===== src/rtl/pulse_train_sequencer_if.sv =====
// Bundle between a pulse train sequencer and the controller / duration source
// that feeds it.
//   start, abort : train control from the controller
//   num_seg      : segments per train (0 means 16)
//   dur_in       : duration presented by the data source, advanced by next
//   next         : one-cycle strobe, dur_in consumed this cycle
//   pulse_out    : generated pulse train
//   busy, done   : train in progress / one-cycle completion strobe
//   seg_idx      : index of the segment currently running
//   err          : sticky zero-duration flag
interface pulse_train_sequencer_if #(
    parameter int unsigned DUR_W = 16
);
    logic             start;
    logic             abort;
    logic [4:0]       num_seg;
    logic [DUR_W-1:0] dur_in;
    logic             next;
    logic             pulse_out;
    logic             busy;
    logic             done;
    logic [4:0]       seg_idx;
    logic             err;

    modport master (
        output start, abort, num_seg, dur_in,
        input  next, pulse_out, busy, done, seg_idx, err
    );

    modport slave (
        input  start, abort, num_seg, dur_in,
        output next, pulse_out, busy, done, seg_idx, err
    );
endinterface


===== src/rtl/pulse_train_sequencer.sv =====
// Pulse train sequencer: plays N back-to-back segments whose lengths come from
// an external duration source. Even-index segments drive pulse_out high, odd
// ones low. A train ends with a one-cycle DONE state.
//   clk  : clock, rising edge
//   rst  : synchronous, active-high reset
//   bus  : slave side of pulse_train_sequencer_if (control, data source, status)
module pulse_train_sequencer #(
    parameter int unsigned DUR_W = 16
) (
    input  logic                     clk,
    input  logic                     rst,
    pulse_train_sequencer_if.slave   bus
);

    typedef enum logic [1:0] {StIdle, StRun, StDone} state_e;

    state_e           state_q, state_d;
    logic [DUR_W-1:0] cnt_q, cnt_d;
    logic [3:0]       seg_q, seg_d;
    logic [3:0]       last_q, last_d;
    logic             err_q, err_d;
    logic             load;
    logic             dur_zero;
    logic [DUR_W-1:0] load_val;

    localparam logic [DUR_W-1:0] CntOne = {{(DUR_W-1){1'b0}}, 1'b1};

    always_comb begin
        state_d  = state_q;
        cnt_d    = cnt_q;
        seg_d    = seg_q;
        last_d   = last_q;
        err_d    = err_q;
        load     = 1'b0;
        dur_zero = (bus.dur_in == '0);
        // A zero duration would never reach the counter==1 end condition.
        load_val = dur_zero ? CntOne : bus.dur_in;

        unique case (state_q)
            StIdle: begin
                if (bus.start) begin
                    load    = 1'b1;
                    cnt_d   = load_val;
                    seg_d   = 4'd0;
                    // num_seg of 0 or 16 both wrap to a last index of 15.
                    last_d  = bus.num_seg[3:0] - 4'd1;
                    err_d   = dur_zero;
                    state_d = StRun;
                end
            end
            StRun: begin
                if (bus.abort) begin
                    state_d = StIdle;
                end else if (cnt_q == CntOne) begin
                    if (seg_q == last_q) begin
                        state_d = StDone;
                    end else begin
                        load  = 1'b1;
                        cnt_d = load_val;
                        seg_d = seg_q + 4'd1;
                        err_d = err_q | dur_zero;
                    end
                end else begin
                    cnt_d = cnt_q - CntOne;
                end
            end
            StDone: begin
                state_d = StIdle;
            end
            default: begin
                state_d = StIdle;
            end
        endcase
    end

    always_ff @(posedge clk) begin
        if (rst) begin
            state_q <= StIdle;
            cnt_q   <= '0;
            seg_q   <= 4'd0;
            last_q  <= 4'd0;
            err_q   <= 1'b0;
        end else begin
            state_q <= state_d;
            cnt_q   <= cnt_d;
            seg_q   <= seg_d;
            last_q  <= last_d;
            err_q   <= err_d;
        end
    end

    assign bus.next      = load;
    assign bus.pulse_out = (state_q == StRun) & ~seg_q[0];
    assign bus.busy      = (state_q != StIdle);
    assign bus.done      = (state_q == StDone);
    assign bus.seg_idx   = {1'b0, seg_q};
    assign bus.err       = err_q;

endmodule

===== src/flat_wrapper.sv =====
// flat-port wrapper written by rule: the top's interface ports become plain ports
module pulse_train_sequencer_flat 
#(
    parameter int unsigned DUR_W = 16
)
  (clk, rst, bus_start, bus_abort, bus_num_seg, bus_dur_in, bus_next, bus_pulse_out, bus_busy, bus_done, bus_seg_idx, bus_err);
  pulse_train_sequencer_if #(.DUR_W(DUR_W)) bus_i ();
  input  logic clk;
  input  logic rst;
  input wire logic [$bits(bus_i.start)-1:0] bus_start;
  input wire logic [$bits(bus_i.abort)-1:0] bus_abort;
  input wire logic [$bits(bus_i.num_seg)-1:0] bus_num_seg;
  input wire logic [$bits(bus_i.dur_in)-1:0] bus_dur_in;
  output wire logic [$bits(bus_i.next)-1:0] bus_next;
  output wire logic [$bits(bus_i.pulse_out)-1:0] bus_pulse_out;
  output wire logic [$bits(bus_i.busy)-1:0] bus_busy;
  output wire logic [$bits(bus_i.done)-1:0] bus_done;
  output wire logic [$bits(bus_i.seg_idx)-1:0] bus_seg_idx;
  output wire logic [$bits(bus_i.err)-1:0] bus_err;
  assign bus_i.start = bus_start;
  assign bus_i.abort = bus_abort;
  assign bus_i.num_seg = bus_num_seg;
  assign bus_i.dur_in = bus_dur_in;
  assign bus_next = bus_i.next;
  assign bus_pulse_out = bus_i.pulse_out;
  assign bus_busy = bus_i.busy;
  assign bus_done = bus_i.done;
  assign bus_seg_idx = bus_i.seg_idx;
  assign bus_err = bus_i.err;
  pulse_train_sequencer #(.DUR_W(DUR_W)) u_core (.clk(clk), .rst(rst), .bus(bus_i));
endmodule

===== config.mk =====
export PLATFORM = sky130hd
export DESIGN_NAME = pulse_train_sequencer_flat
export DESIGN_NICKNAME = d
export VERILOG_FILES = /design/src/rtl/pulse_train_sequencer_if.sv /design/src/rtl/pulse_train_sequencer.sv /design/src/flat_wrapper.sv
export SDC_FILE = /design/constraint.sdc
export NUM_CORES = 1
export LEC_CHECK = 0
export CORE_ASPECT_RATIO = 0.9
export CORE_MARGIN = 5
export CORE_UTILIZATION = 55
export CTS_BUF_LIST = sky130_fd_sc_hd__clkbuf_16
export DETAILED_ROUTE_END_ITERATION = 10
export PLACE_DENSITY = 0.95
export SETUP_SLACK_MARGIN = 0.4
export SLEW_MARGIN = 20
export SYNTH_ARGS = -nofsm -noshare
export SYNTH_HDL_FRONTEND = slang
export SYNTH_SLANG_ARGS = --single-unit

===== constraint.sdc =====
create_clock -name clk -period 4.9 [get_ports clk]
set_input_delay 0.49 -clock clk [delete_from_list [all_inputs] [get_ports clk]]
set_output_delay 0.49 -clock clk [all_outputs]
set_load 0.005 [all_outputs]

==> summary.txt, run 1 <==
Power
  – Psw: 0.2087 mW
  – LEAKAGE: 0.7555 nW
  – Tot Pwr: 0.6422 mW
  – P per Cell Area: 294.6 nW/um^2
  – Net Sw Frac: 32.49%
  – Reg power frac: 40.2%
  – Combinational group share of total power: 30.0%
  – Maximum VDD drop: 0.2350 mV
  – Power share of the clock group: 29.8%
  – Internal power: 0.4335 mW

Worst setup path
  – Critical Path AT: 2870 ps
  – Critical-path cell list: inv_1 > ha_1 > or4b_2 > nor4_4 > a31oi_1 > inv_1 > clkdlybuf4s50_1
  – Startpoint Class: flip-flop
  – WS Path Type: flip-flop to primary output
  – Slowest stage delay, CP: 670 ps
  – Most frequent CP cell: inv_1
  – Critical Path RT: 4410 ps
  – Slowest stage cell on the critical path: or4b_2
  – Peak fanout along the critical path: 7
  – Critical Path Sink Type: primary output

Place
  – Gpl congestion: 0.9678
  – Placed cell count: 280
  – DP Worst Slack: 1767 ps
  – Port bufs: 32
  – Detailed-placement wirelength estimate: 3.361 mm

Finish
  – Post-route non-filler standard cell count: 285
  – Ant diodes: 0
  – NumNets Final: 273
  – Area Growth Syn to Fin: 22.76%
  – Fill count: 242
  – Layout cell share with drive strength beyond 1: 6.996%

Detailed routing
  – WL final: 4.711 mm
  – Initial DRC Count: 164
  – DRC errors left: 0
  – WL/cell: 16.53 um
  – Vias post-DR: 1,822
  – First drt pass iteration count: 4
  – Via-per-instance ratio: 6.393
  – Post-route ant nets: 0

CTS
  – Num CTS Buffers: 3
  – Clk buf depth: 2
  – CTS root buf: clkbuf_16
  – Cts hold-fix bufs: 0
  – H-tree levels: 1
  – Worst-skew pair later-pin latency: 270 ps
  – TritonCTS clock tree: yes
  – PostCTS Resize Cnt: 0
  – Clock tree sinks: 27
  – Buffer count from post-CTS setup fixing: 0
  – Reg clk slew, reported paths: 70 ps

Global routing
  – First-pass GRT wire length: 8.073 mm
  – Total GRT Usage: 21.80%
  – Gr ovfl total: 0
  – Largest net degree at the start of global routing: 40
  – Vias in the first global route: 1,664
  – Initial antenna violation count: 0

Synthesis
  – Cells after Synth: 218
  – Mapped cell area: 1775 sq um
  – Synth warnings: 0
  – Synth top area cells: dfxtp_1 (30%), a21oi_1 (6.5%), nand2b_1 (5.6%)
  – Synth Flop Type: dfxtp_1
  – Synth Register Bits: 27
  – Yosys top cell area share: 30.44%
  – Sequential share of the synthesized area: 30.44%
  – Avg Inst Size Synth: 8.144 sq um
  – Yosys top cell by area: dfxtp_1
  – Post-synth EDFFs: 0
  – Post-synth cell types: 44
  – Ys async rst share: 0%
  – Mapped Nets: 247

Timing
  – Final period utilization: 68.66%
  – Worst-Margin Slew: 879.0 ps
  – Setup tns final: 0 ps
  – Unrepaired setup endpoints after global routing: no
  – Worst Clk Skew: 5.370 ps
  – Peak Freq: 297.2 MHz
  – Slew margin rel.: 41.19%
  – Final worst slack: 1536 ps
  – Slew Limit Fails: 0
  – Clock period minus worst slack: 3364 ps
  – Setup-failing EPs final: 0
  – Final Hold Viols: 0

Floorplanning
  – Area of the die: 4466 sq um
  – Die Ht: 63.90 um
  – Initial core utilization: 57.45%
  – Chip width: 69.89 um
  – Row count: 19
  – Core ar.: 3090 sq um
  – Ports: 35

Status
  – Status: complete, no violations

Job
  – Max-cap viol count: 0

Worst hold path
  – Worst min-delay path class: flip-flop to flip-flop
==> worst paths after layout <==
path / depth (start not counted) / start / end / slack, ps
worst max-delay path: 7 / u_core.cnt_q[1]$_SDFFE_PP0P_ / bus_next / 1540
worst min-delay path: 2 / u_core.cnt_q[13]$_SDFFE_PP0P_ / u_core.cnt_q[13]$_SDFFE_PP0P_ / 510
worst max register to register: 9 / u_core.cnt_q[1]$_SDFFE_PP0P_ / u_core.cnt_q[11]$_SDFFE_PP0P_ / 1860
worst min register to register: 2 / u_core.cnt_q[13]$_SDFFE_PP0P_ / u_core.cnt_q[13]$_SDFFE_PP0P_ / 510
==> cells in the final DEF (no fill, tap or decap), types with 2 or more instances in the layout <==
cell	netlist	layout
nand2b_1	16	16
dfxtp_1	27	27
o21ai_0	4	4
xnor2_1	6	6
o32ai_1	11	11
inv_1	10	10
nor3_1	8	8
o22ai_1	2	2
buf_4	3	2
nor2b_1	3	3
nand3b_1	2	2
mux2i_1	5	5
a21boi_0	2	2
nand4_1	5	5
or3_1	8	8
a31oi_1	4	4
or4_4	3	3
nor2_1	14	14
clkdlybuf4s50_1	0	31
clkbuf_16	0	3
a21oi_1	23	23
ha_1	4	4
a21o_1	2	2
nor4_1	15	15
nand3_1	4	4
nor4b_1	2	2
a211oi_1	5	5
nand2_1	4	4
or4_1	2	2
==> through the flow <==
step	hold slack, ps	cell area [sq um]	util [%]
2_1_floorplan	461.0	1775	-
3_3_place_gp	478.3	2091	67.65
3_5_place_dp	487.1	2091	67.65
4_1_cts	501.7	2173	70.32
5_1_grt	534.6	2180	70.53
6_report	506.7	2180	70.53
==> per-layer routing <==
| layer | global-route usage [%] | vias to the layer above | share of wire (%) | wire length, um |
|---|---|---|---|---|
| met3 | 5.956 | 13 | 9.3 | 437 |
| li1 | - | 883 | - | - |
| met4 | 7.416 | 0 | 2.1 | 98 |
| met2 | 33.02 | 87 | 47 | 2216 |
| met5 | 0 | - | 0 | 0 |
| met1 | 29.90 | 839 | 42 | 1958 |
==> Yosys cell counts (5+ instances only) <==
master and instances:
inv_1 10, nor2_1 14, xnor2_1 6, or3_1 8, clkbuf_1 8, nor4_1 15, nand2b_1 16, a211oi_1 5
nor3_1 8, dfxtp_1 27, o32ai_1 11, nand4_1 5, mux2i_1 5, a21oi_1 23
==> worst max-delay path, delay by kind of cell (launching register included) <==
kind,cells,cell delay (ps)
AOI/OAI and AO/OA,1,280
adders and majority gates,1,170
buffers and inverters,3,830
DFF,1,330
and+or+nand+nor,2,1000
==> layout make-up <==
cell class | count | area, sq um | area share, %
repair buffers | 35 | 341.6 | 15.67
clock inverters | 1 | 7.507 | 0.3444
flip-flops and latches | 27 | 540.5 | 24.80
well taps | 42 | 52.55 | 2.411
clock buffers | 3 | 75.07 | 3.444
inverters | 10 | 37.54 | 1.722
multi-input cells | 167 | 1125 | 51.61
==> state kept, by name, indices dropped and copies added, names as in the netlist <==
register and cells:
u_core.cnt_q 16, u_core.last_q 4, u_core.seg_q 4, u_core.state_q 2
u_core.bus.err 1
==> power groups by stage <==
stage | Combinational [mW] | Sequential [mW] | Clock, mW
finish | 0.193 | 0.258 | 0.192
global route | 0.213 | 0.261 | 0.203
CTS | 0.189 | 0.257 | 0.192
detailed placement | 0.186 | 0.262 | 0
global placement | 0.181 | 0.261 | 0
floorplan | 0.138 | 0.255 | 0
==> cells by family after synthesis <==
kind of cell | count (synthesis) | share of synthesized area, %
AOI/OAI and AO/OA | 61 | 23.61
xor gates and xnor gates | 6 | 2.960
adders and majority gates | 4 | 2.819
buffers and inverters | 24 | 6.201
DFF | 27 | 30.44
muxes | 5 | 2.819
other | 1 | 0.2112
and+or+nand+nor | 90 | 30.94
No activity file was read; power rests on OpenSTA's default activity.
==> run 2: changes to the inputs <==
--- a/config.mk
+++ b/config.mk
@@ -7,10 +7,10 @@
 export LEC_CHECK = 0
 export CORE_ASPECT_RATIO = 0.9
 export CORE_MARGIN = 5
-export CORE_UTILIZATION = 55
+export CORE_UTILIZATION = 51
 export CTS_BUF_LIST = sky130_fd_sc_hd__clkbuf_16
 export DETAILED_ROUTE_END_ITERATION = 10
-export PLACE_DENSITY = 0.95
+export PLACE_DENSITY = 0.91
 export SETUP_SLACK_MARGIN = 0.4
 export SLEW_MARGIN = 20
 export SYNTH_ARGS = -nofsm -noshare
==> constraint.sdc (replaced) <==
create_clock -name clk -period 3.3 [get_ports clk]
set_input_delay 0.33 -clock clk [delete_from_list [all_inputs] [get_ports clk]]
set_output_delay 0.33 -clock clk [all_outputs]
set_load 0.005 [all_outputs]
==> summary.txt, run 2 (synthesis gave the netlist of run 1 again) <==
CTS
  – Worst-skew pair later-pin latency: 260 ps
  – Reg clk slew, reported paths: 70 ps
  – H-tree levels: 1
  – Num CTS Buffers: 3
  – TritonCTS clock tree: yes
  – Clk buf depth: 2
  – Cts hold-fix bufs: 0
  – Clock tree sinks: 27
  – CTS root buf: clkbuf_16

Worst hold path
  – Worst min-delay path class: flip-flop to flip-flop

Worst setup path
  – Critical Path RT: 2970 ps
  – WS Path Type: flip-flop to primary output
  – Worst reg-to-reg setup slack: 640 ps
  – Startpoint Class: flip-flop
  – Critical Path AT: 2460 ps
  – Peak fanout along the critical path: 7
  – Critical Path Sink Type: primary output

Power
  – Tot Pwr: 0.9695 mW
  – P per Cell Area: 433.6 nW/um^2
  – LEAKAGE: 0.7824 nW
  – Maximum VDD drop: 0.1981 mV

Finish
  – Max FFs per register: 16
  – Top reg by flops: u_core.cnt_q
  – Commonest non-fill, non-tap cell in the layout: clkdlybuf4s50_1
  – Layout cell share with drive strength beyond 1: 9.677%
  – Ant diodes: 0
  – Area Growth Syn to Fin: 25.93%
  – Biggest regs: u_core.cnt_q (16), u_core.last_q (4), u_core.seg_q (4)
  – Commonest cells after routing, fill and taps aside: clkdlybuf4s50_1 (31), dfxtp_1 (26), a21oi_1 (23), nand2b_1 (16), nor4_1 (15)
  – NumNets Final: 278

Floorplanning
  – Area of the die: 4763 sq um
  – Row count: 20
  – Chip width: 72.20 um
  – Core ar.: 3378 sq um
  – Initial core utilization: 52.56%
  – Ports: 35
  – Die Ht: 65.98 um

Timing
  – Worst-Margin Slew: 740.1 ps
  – Slew margin rel.: 50.21%
  – Unrepaired setup endpoints after global routing: no
  – Slew Limit Fails: 0
  – Setup tns final: 0 ps
  – Peak Freq: 358.5 MHz
  – Setup-failing EPs final: 0
  – Final Hold Viols: 0
  – Clock period minus worst slack: 2790 ps
  – Final period utilization: 84.54%
  – Worst Clk Skew: 1.458 ps
  – Hold Worst Slack: 512.7 ps

Detailed routing
  – Via-per-instance ratio: 6.370
  – DRC errors left: 0
  – Initial DRC Count: 392
  – Post-route ant nets: 0
  – Vias post-DR: 1,860
  – WL final: 4.986 mm
  – First drt pass iteration count: 6
  – WL/cell: 17.08 um
  – Wire length on met1: 2.246 mm
  – Wire length on met2: 2.278 mm
  – Wire length on met3: 380 um
  – Top routing layer in use: met4

Place
  – Detailed-placement wirelength estimate: 3.388 mm
  – Port bufs: 32
  – Gpl congestion: 0.9297

Global routing
  – Gr ovfl total: 0
  – Vias in the first global route: 1,828
  – First-pass GRT wire length: 8.286 mm
  – Initial antenna violation count: 0
  – Total GRT Usage: 21.48%
  – Largest net degree at the start of global routing: 36

Job
  – Max-cap viol count: 0

Status
  – Status: complete, no violations
## run 2: layer usage
layer | vias up | track usage [%]
met2 | 99 | 34.66
met1 | 859 | 29.52
met5 | - | 0
met4 | 0 | 7.981
li1 | 889 | -
met3 | 13 | 1.976
## run 2: path summary, 6_finish.rpt
kind | end | depth (start not counted) | start
worst min register to register | u_core.cnt_q[15]$_SDFFE_PP0P_ | 2 | u_core.cnt_q[15]$_SDFFE_PP0P_
worst min-delay path | u_core.cnt_q[15]$_SDFFE_PP0P_ | 2 | u_core.cnt_q[15]$_SDFFE_PP0P_
worst max-delay path | bus_next | 7 | u_core.cnt_q[1]$_SDFFE_PP0P_
worst max register to register | u_core.cnt_q[11]$_SDFFE_PP0P_ | 9 | u_core.cnt_q[1]$_SDFFE_PP0P_
## run 2: timing repair
| action | CTS | global route |
|---|---|---|
| resized for setup | 4 | 0 |
| endpoints found under the setup margin | 1 | 1 |
| setup buffers | 0 | 1 |
| pin swaps | 1 | 1 |
## run 2: final cells by class
type | count | area (sq um)
Multi-Input combinational cell | 167 | 1144
Fill cell | 273 | 1142
Sequential cell | 27 | 541.8
Timing Repair Buffer | 40 | 375.4
Clock buffer | 3 | 75.07
Tap cell | 44 | 55.05
Inverter | 10 | 37.54
Clock inverter | 1 | 7.507
## run 2: worst max-delay path: stages (launching register included)
cell             delay [ps]
dfxtp_1                 320
inv_1                   100
ha_1                    190
or4b_4                  510
nor4_4                  260
a31oi_4                 170
inv_1                   130
clkdlybuf4s50_1         510
## run 2: per-stage QoR
step | setup slack, ps | instance area [sq um] | utilization (%) | instances
floorplan | 976.9 | 1775 | - | 218
global placement | 667.1 | 2131 | 63.07 | 287
detailed placement | 614.2 | 2131 | 63.07 | 287
CTS | 406.7 | 2233 | 66.11 | 291
global route | 407.3 | 2236 | 66.19 | 292
finish | 510.3 | 2236 | 66.19 | 292
## run 2: report_power, final
part	internal, mW	switching (mW)	total [mW]
Combinational	0.135	0.164	0.299
Clock	0.165	0.120	0.285
Sequential	0.351	0.0337	0.385
Total	0.651	0.318	0.970
